`src/rtl/pulse_stretcher_pkg.sv`:
```
// pulse_stretcher_pkg
// Shared definitions for the pulse stretcher: FSM state encoding and the
// default values of the block parameters.
package pulse_stretcher_pkg;

  localparam int DEF_CNT_W  = 8;
  localparam int DEF_PEND_W = 4;
  localparam int DEF_GAP    = 1;

  typedef enum logic [1:0] {
    ST_IDLE = 2'd0,
    ST_HIGH = 2'd1,
    ST_GAP  = 2'd2
  } ps_state_e;

endpackage

```
`src/rtl/pulse_pend_ctr.sv`:
```
// pulse_pend_ctr
// Saturating up/down counter that holds the number of queued events.
// Ports:
//   clk     in   clock, rising edge
//   rst     in   asynchronous active-high reset
//   inc_i   in   one event to enqueue
//   dec_i   in   one event replayed (only asserted while cnt_o > 0)
//   cnt_o   out  current count (registered)
//   drop_o  out  an increment was refused because the count is saturated
module pulse_pend_ctr
  import pulse_stretcher_pkg::*;
#(
  parameter int PEND_W = DEF_PEND_W
) (
  input  logic              clk,
  input  logic              rst,
  input  logic              inc_i,
  input  logic              dec_i,
  output logic [PEND_W-1:0] cnt_o,
  output logic              drop_o
);

  localparam logic [PEND_W-1:0] CNT_MAX = '1;

  logic [PEND_W-1:0] cnt_q, cnt_d;

  always_comb begin
    cnt_d  = cnt_q;
    drop_o = 1'b0;
    case ({inc_i, dec_i})
      2'b10: begin
        if (cnt_q == CNT_MAX) drop_o = 1'b1;
        else                  cnt_d  = cnt_q + 1'b1;
      end
      2'b01: begin
        if (cnt_q != '0) cnt_d = cnt_q - 1'b1;
      end
      // Simultaneous enqueue and replay cancel out, even when saturated,
      // so no event is dropped in that case.
      default: cnt_d = cnt_q;
    endcase
  end

  always_ff @(posedge clk or posedge rst) begin
    if (rst) cnt_q <= '0;
    else     cnt_q <= cnt_d;
  end

  assign cnt_o = cnt_q;

endmodule

```
`src/rtl/pulse_stretcher.sv`:
```
// pulse_stretcher
// Stretches single-cycle event strobes into pulses of programmable width.
// Events arriving while a pulse or the inter-pulse gap is in progress are
// queued and replayed in order, separated by GAP low cycles.
// Optional feature macro: PULSE_STRETCHER_OVF_EN (adds ovf / ovf_clr).
// Ports:
//   clk       in   clock, rising edge
//   rst       in   asynchronous active-high reset
//   pulse_in  in   event strobe, one event per high cycle
//   width     in   pulse length in cycles (0 behaves as 1), sampled on entry to HIGH
//   out       out  stretched pulse (registered)
//   busy      out  high while not idle (registered)
//   pend_cnt  out  number of queued events
//   ovf       out  sticky flag, set one cycle after a dropped event (macro only)
//   ovf_clr   in   clears ovf; a simultaneous drop wins (macro only)
module pulse_stretcher
  import pulse_stretcher_pkg::*;
#(
  parameter int CNT_W  = DEF_CNT_W,
  parameter int PEND_W = DEF_PEND_W,
  parameter int GAP    = DEF_GAP
) (
  input  logic              clk,
  input  logic              rst,
  input  logic              pulse_in,
  input  logic [CNT_W-1:0]  width,
  output logic              out,
  output logic              busy,
  output logic [PEND_W-1:0] pend_cnt
`ifdef PULSE_STRETCHER_OVF_EN
  ,
  output logic              ovf,
  input  logic              ovf_clr
`endif
);

  localparam logic [CNT_W-1:0] GAP_LOAD = CNT_W'(GAP - 1);

  ps_state_e        state_q, state_d;
  logic [CNT_W-1:0] cnt_q, cnt_d;
  logic [CNT_W-1:0] width_load;
  logic             out_q, out_d;
  logic             busy_q, busy_d;
  logic             pend_inc, pend_dec;

  // The counter runs down to zero, so a pulse of W cycles loads W-1;
  // a zero width is promoted to a one-cycle pulse.
  assign width_load = (width == '0) ? '0 : (width - CNT_W'(1));

  always_comb begin
    state_d  = state_q;
    cnt_d    = cnt_q;
    pend_inc = 1'b0;
    pend_dec = 1'b0;
    case (state_q)
      ST_IDLE: begin
        // The event that starts a pulse is consumed, not queued.
        if (pulse_in) begin
          state_d = ST_HIGH;
          cnt_d   = width_load;
        end
      end
      ST_HIGH: begin
        pend_inc = pulse_in;
        if (cnt_q == '0) begin
          state_d = ST_GAP;
          cnt_d   = GAP_LOAD;
        end else begin
          cnt_d = cnt_q - CNT_W'(1);
        end
      end
      ST_GAP: begin
        pend_inc = pulse_in;
        if (cnt_q == '0) begin
          if (pend_cnt != '0) begin
            pend_dec = 1'b1;
            state_d  = ST_HIGH;
            cnt_d    = width_load;
          end else begin
            state_d = ST_IDLE;
          end
        end else begin
          cnt_d = cnt_q - CNT_W'(1);
        end
      end
      default: state_d = ST_IDLE;
    endcase
    // Outputs are decoded from the next state so they are registered yet
    // line up with the state they describe.
    out_d  = (state_d == ST_HIGH);
    busy_d = (state_d != ST_IDLE);
  end

  always_ff @(posedge clk or posedge rst) begin
    if (rst) begin
      state_q <= ST_IDLE;
      cnt_q   <= '0;
      out_q   <= 1'b0;
      busy_q  <= 1'b0;
    end else begin
      state_q <= state_d;
      cnt_q   <= cnt_d;
      out_q   <= out_d;
      busy_q  <= busy_d;
    end
  end

  assign out  = out_q;
  assign busy = busy_q;

`ifdef PULSE_STRETCHER_OVF_EN
  logic drop;
  logic ovf_q, ovf_d;

  pulse_pend_ctr #(.PEND_W(PEND_W)) u_pend (
    .clk    (clk),
    .rst    (rst),
    .inc_i  (pend_inc),
    .dec_i  (pend_dec),
    .cnt_o  (pend_cnt),
    .drop_o (drop)
  );

  always_comb begin
    ovf_d = ovf_q;
    if (ovf_clr) ovf_d = 1'b0;
    if (drop)    ovf_d = 1'b1;
  end

  always_ff @(posedge clk or posedge rst) begin
    if (rst) ovf_q <= 1'b0;
    else     ovf_q <= ovf_d;
  end

  assign ovf = ovf_q;
`else
  logic drop_unused;

  pulse_pend_ctr #(.PEND_W(PEND_W)) u_pend (
    .clk    (clk),
    .rst    (rst),
    .inc_i  (pend_inc),
    .dec_i  (pend_dec),
    .cnt_o  (pend_cnt),
    .drop_o (drop_unused)
  );
`endif

endmodule

```
`config.mk`:
```
export PLATFORM = sky130hd
export DESIGN_NAME = pulse_stretcher
export DESIGN_NICKNAME = d
export VERILOG_FILES = /design/src/rtl/pulse_stretcher_pkg.sv /design/src/rtl/pulse_pend_ctr.sv /design/src/rtl/pulse_stretcher.sv
export SDC_FILE = /design/constraint.sdc
export NUM_CORES = 1
export LEC_CHECK = 0
export BUFFER_PORTS_ARGS = -buffer_cell sky130_fd_sc_hd__buf_2
export CAP_MARGIN = 30
export CELL_PAD_IN_SITES_DETAIL_PLACEMENT = 0
export CELL_PAD_IN_SITES_GLOBAL_PLACEMENT = 1
export CORE_UTILIZATION = 39
export DETAILED_ROUTE_END_ITERATION = 8
export GPL_ROUTABILITY_DRIVEN = 0
export MAX_ROUTING_LAYER = met4
export PLACE_DENSITY_LB_ADDON = 0.1
export RECOVER_POWER = 50
export SKIP_LAST_GASP = 1
export SLEW_MARGIN = 30
export SYNTH_ARGS = -nofsm -noshare
export SYNTH_HDL_FRONTEND = slang
export SYNTH_SLANG_ARGS = --single-unit
export TNS_END_PERCENT = 10
```
`constraint.sdc`:
```
create_clock -name clk -period 2.6 [get_ports clk]
set_input_delay 0.13 -clock clk [delete_from_list [all_inputs] [get_ports clk]]
set_output_delay 0.13 -clock clk [all_outputs]
set_load 0.03 [all_outputs]
```
==> impl_metrics.yaml <==
synthesis:
  synth_top_family_by_area: "compound AO/OA/AOI/OAI gates"
  synth_edf_count: 0
  synth.net_count: 171
  synth-async-reset-ratio_pct: 100
  ys.flop_type: "dfrtp_1"
  synth_xor_area_share_pct: 4.06
  syn-cell-area_um2: 1290
  synth_top_area_share_pct: 30.9
  synth_cells: 151
  synth_warnings: 0
  yosys-top-cells-area: "dfrtp_1 (31%), ha_1 (8.7%), nor2_1 (3.5%), o211ai_1 (3.5%), a21oi_1 (3.1%)"
  synth_adder_area_share_pct: 8.70
  ys_seq_area_share_pct: 30.9
  synth_mux_area_share_pct: 0.870
  synth_simple_gate_area_share_pct: 21.3
  yosysMostFrequentCell: "dfrtp_1"
  synth_largest_area_cell: "dfrtp_1"
  synth_compound_area_share_pct: 29.0
  postSynthAreaPerCell_um2: 8.57
  ys_types: 51
  ys_ff_latch: 16
  synthTopCellsByCount: "dfrtp_1 (16), nor2_1 (12), inv_1 (10)"
sta:
  fin_tns_setup_ps: 0
  maxSlewHeadroom_pct: 57.8
  skew_ps: 2.01
  setup_violations: 0
  final_hold_viol_count: 0
  final.period_utilization_pct: 96.9
  worstMarginPinSlew_ps: 632
  drv_slew: 0
  max_freq_mhz: 397
  setup_slack_ps: 80.5
  grt_setup_unrepaired: "false"
  fin_crit_ps: 2520
global_routing:
  grt_pass1_wl_mm: 5.59
  grt_overflow_total: 0
  grt_max_degree: 17
  grt_pass1_vias: 1234
  grt.total_usage_pct: 21.3
  antenna_found_initial: 0
placement:
  portBuffers: 16
  dpl_cell_area_um2: 1490
  dpl.hpwl_mm: 2.53
  pre_cts_ws_ps: 39.2
clocking:
  clkTransAtPathRegs_ps: 90
  htree_levels: 1
  numCtsBuffers: 3
  cts_setup_buffers: 0
  cts-root-buf: "clkbuf_4"
  cts_sinks: 16
  cts_tree: "yes"
  cts_buffer_depth: 2
  clk_latency_ps: 280
critical_path:
  path_class: "reg2reg"
  cp_max_fo: 4
  end_kind: "flip-flop"
  reg2regPathDepth: 8
  worstSetupStartpointType: "flip-flop"
  cp.arrival_ps: 2720
  crit_required_ps: 2800
outcome:
  status: "complete, no violations"
finish:
  diodes: 0
  syn2layout_area_growth_pct: 21.1
  drive_above_1_share_pct: 22.3
  final_area_um2: 1570
  nets: 197
worst_hold_path:
  holdPathStages: 3
  hold_class: "in2reg"
die:
  start_util_pct: 41.7
  pin_count: 17
  die_x_um: 59.6
  core-area_um2: 3100
  die_h_um: 59.6
  core.rowCount: 20
  die_area_um2: 3550
routing:
  vias: 1263
  postRouteAntennaNets: 0
  finalWirelength_mm: 3.29
  via_per_inst: 5.77
  drc: 0
  drt-pass1-iter-count: 4
  initialDrtViolationCount: 83
  wl_per_cell_um: 15.0
pwr:
  p_per_area_nw_per_um2: 1160
  p_leak_nw: 0.640
  ir_worst_vdd_uv: 360
flow_run:
  drv_cap: 0
layout make-up:
cell class	count	area [um2]
Multi-Input combinational cell	118	882
Tap cell	44	55.1
Sequential cell	16	400
Fill cell	333	1540
Clock buffer	3	22.5
Timing Repair Buffer	28	169
Inverter	10	37.5
per-stage QoR:
| stage | hold slack (ps) | instances | utilization, % | total power, mW |
|---|---|---|---|---|
| global placement | 237 | 215 | 47.9 | 1.60 |
| finish | 203 | 219 | 50.5 | 1.82 |
| detailed placement | 248 | 215 | 47.9 | 1.62 |
| global route | 219 | 219 | 50.5 | 2.00 |
| floorplan | 43.7 | 151 | - | 1.29 |
| CTS | 187 | 219 | 48.9 | 1.76 |
kinds of logic (layout without fill, tap and decap cells):
family,count (synthesis),in the layout
fa+ha+maj,9,9
buf+inv,17,41
simple gates,51,51
xor+xnor,6,6
mux,1,1
flops,16,16
compound gates,51,51
flip-flops by register name (all words and copies together), names as in the netlist:
name / count
cnt_q: 8
u_pend.cnt_o: 4
state_q: 2
busy: 1
out: 1
power by group:
group	internal (mW)	switching, mW
clock network	0.0537	0.0746
logic	0.518	0.667
registers	0.363	0.149
critical path, stage by stage, from the launching register on:
cell       delay (ps)
dfrtp_1           380
inv_1              80
ha_2              180
or4b_4            460
or4_4             550
xnor2_2           170
ha_4              200
o31ai_2           240
a2bb2oi_1         200
what timing repair did:
| item | CTS | global route |
|---|---|---|
| setup endpoints to repair | 0 | 1 |
| hold endpoints to repair | 16 | 0 |
| resized for setup | 0 | 9 |
| hold buffers | 1 | 0 |
worst paths after layout:
check | slack (ps) | endpoint | from
max | 80 | u_pend.cnt_o[2]$_DFFE_PP0P_ | cnt_q[0]$_DFFE_PP0P_
min reg2reg | 560 | cnt_q[3]$_DFFE_PP0P_ | cnt_q[3]$_DFFE_PP0P_
min | 200 | cnt_q[0]$_DFFE_PP0P_ | width[0]
min in group asynchronous | 460 | u_pend.cnt_o[0]$_DFFE_PP0P_ | rst
max in group asynchronous | 1730 | state_q[1]$_DFF_PP0_ | rst
max reg2reg | 80 | u_pend.cnt_o[2]$_DFFE_PP0P_ | cnt_q[0]$_DFFE_PP0P_
layout by cell type (no fill, tap or decap), types with 4 or more instances in the layout:
| cell | netlist | final |
|---|---|---|
| o31ai_1 | 4 | 4 |
| o211ai_1 | 6 | 6 |
| a31oi_1 | 4 | 4 |
| buf_4 | 0 | 11 |
| a21oi_1 | 8 | 8 |
| nor2_1 | 12 | 12 |
| ha_1 | 9 | 7 |
| o21ai_0 | 7 | 6 |
| nor3_1 | 4 | 4 |
| buf_2 | 2 | 13 |
| nand2_1 | 6 | 6 |
| nand4_1 | 4 | 4 |
| nand3_1 | 5 | 5 |
| dfrtp_1 | 16 | 16 |
| inv_1 | 10 | 9 |
per-layer routing:
| metal | global-route usage (%) | up-vias | part of all wire (%) |
|---|---|---|---|
| li1 | - | 627 | - |
| met3 | 1.75 | 2 | 5.2 |
| met4 | 7.31 | 0 | 0.73 |
| met2 | 36.6 | 46 | 50 |
| met5 | - | - | 0 |
| met1 | 26.3 | 588 | 44 |
Power figures use the tool's default switching activity.
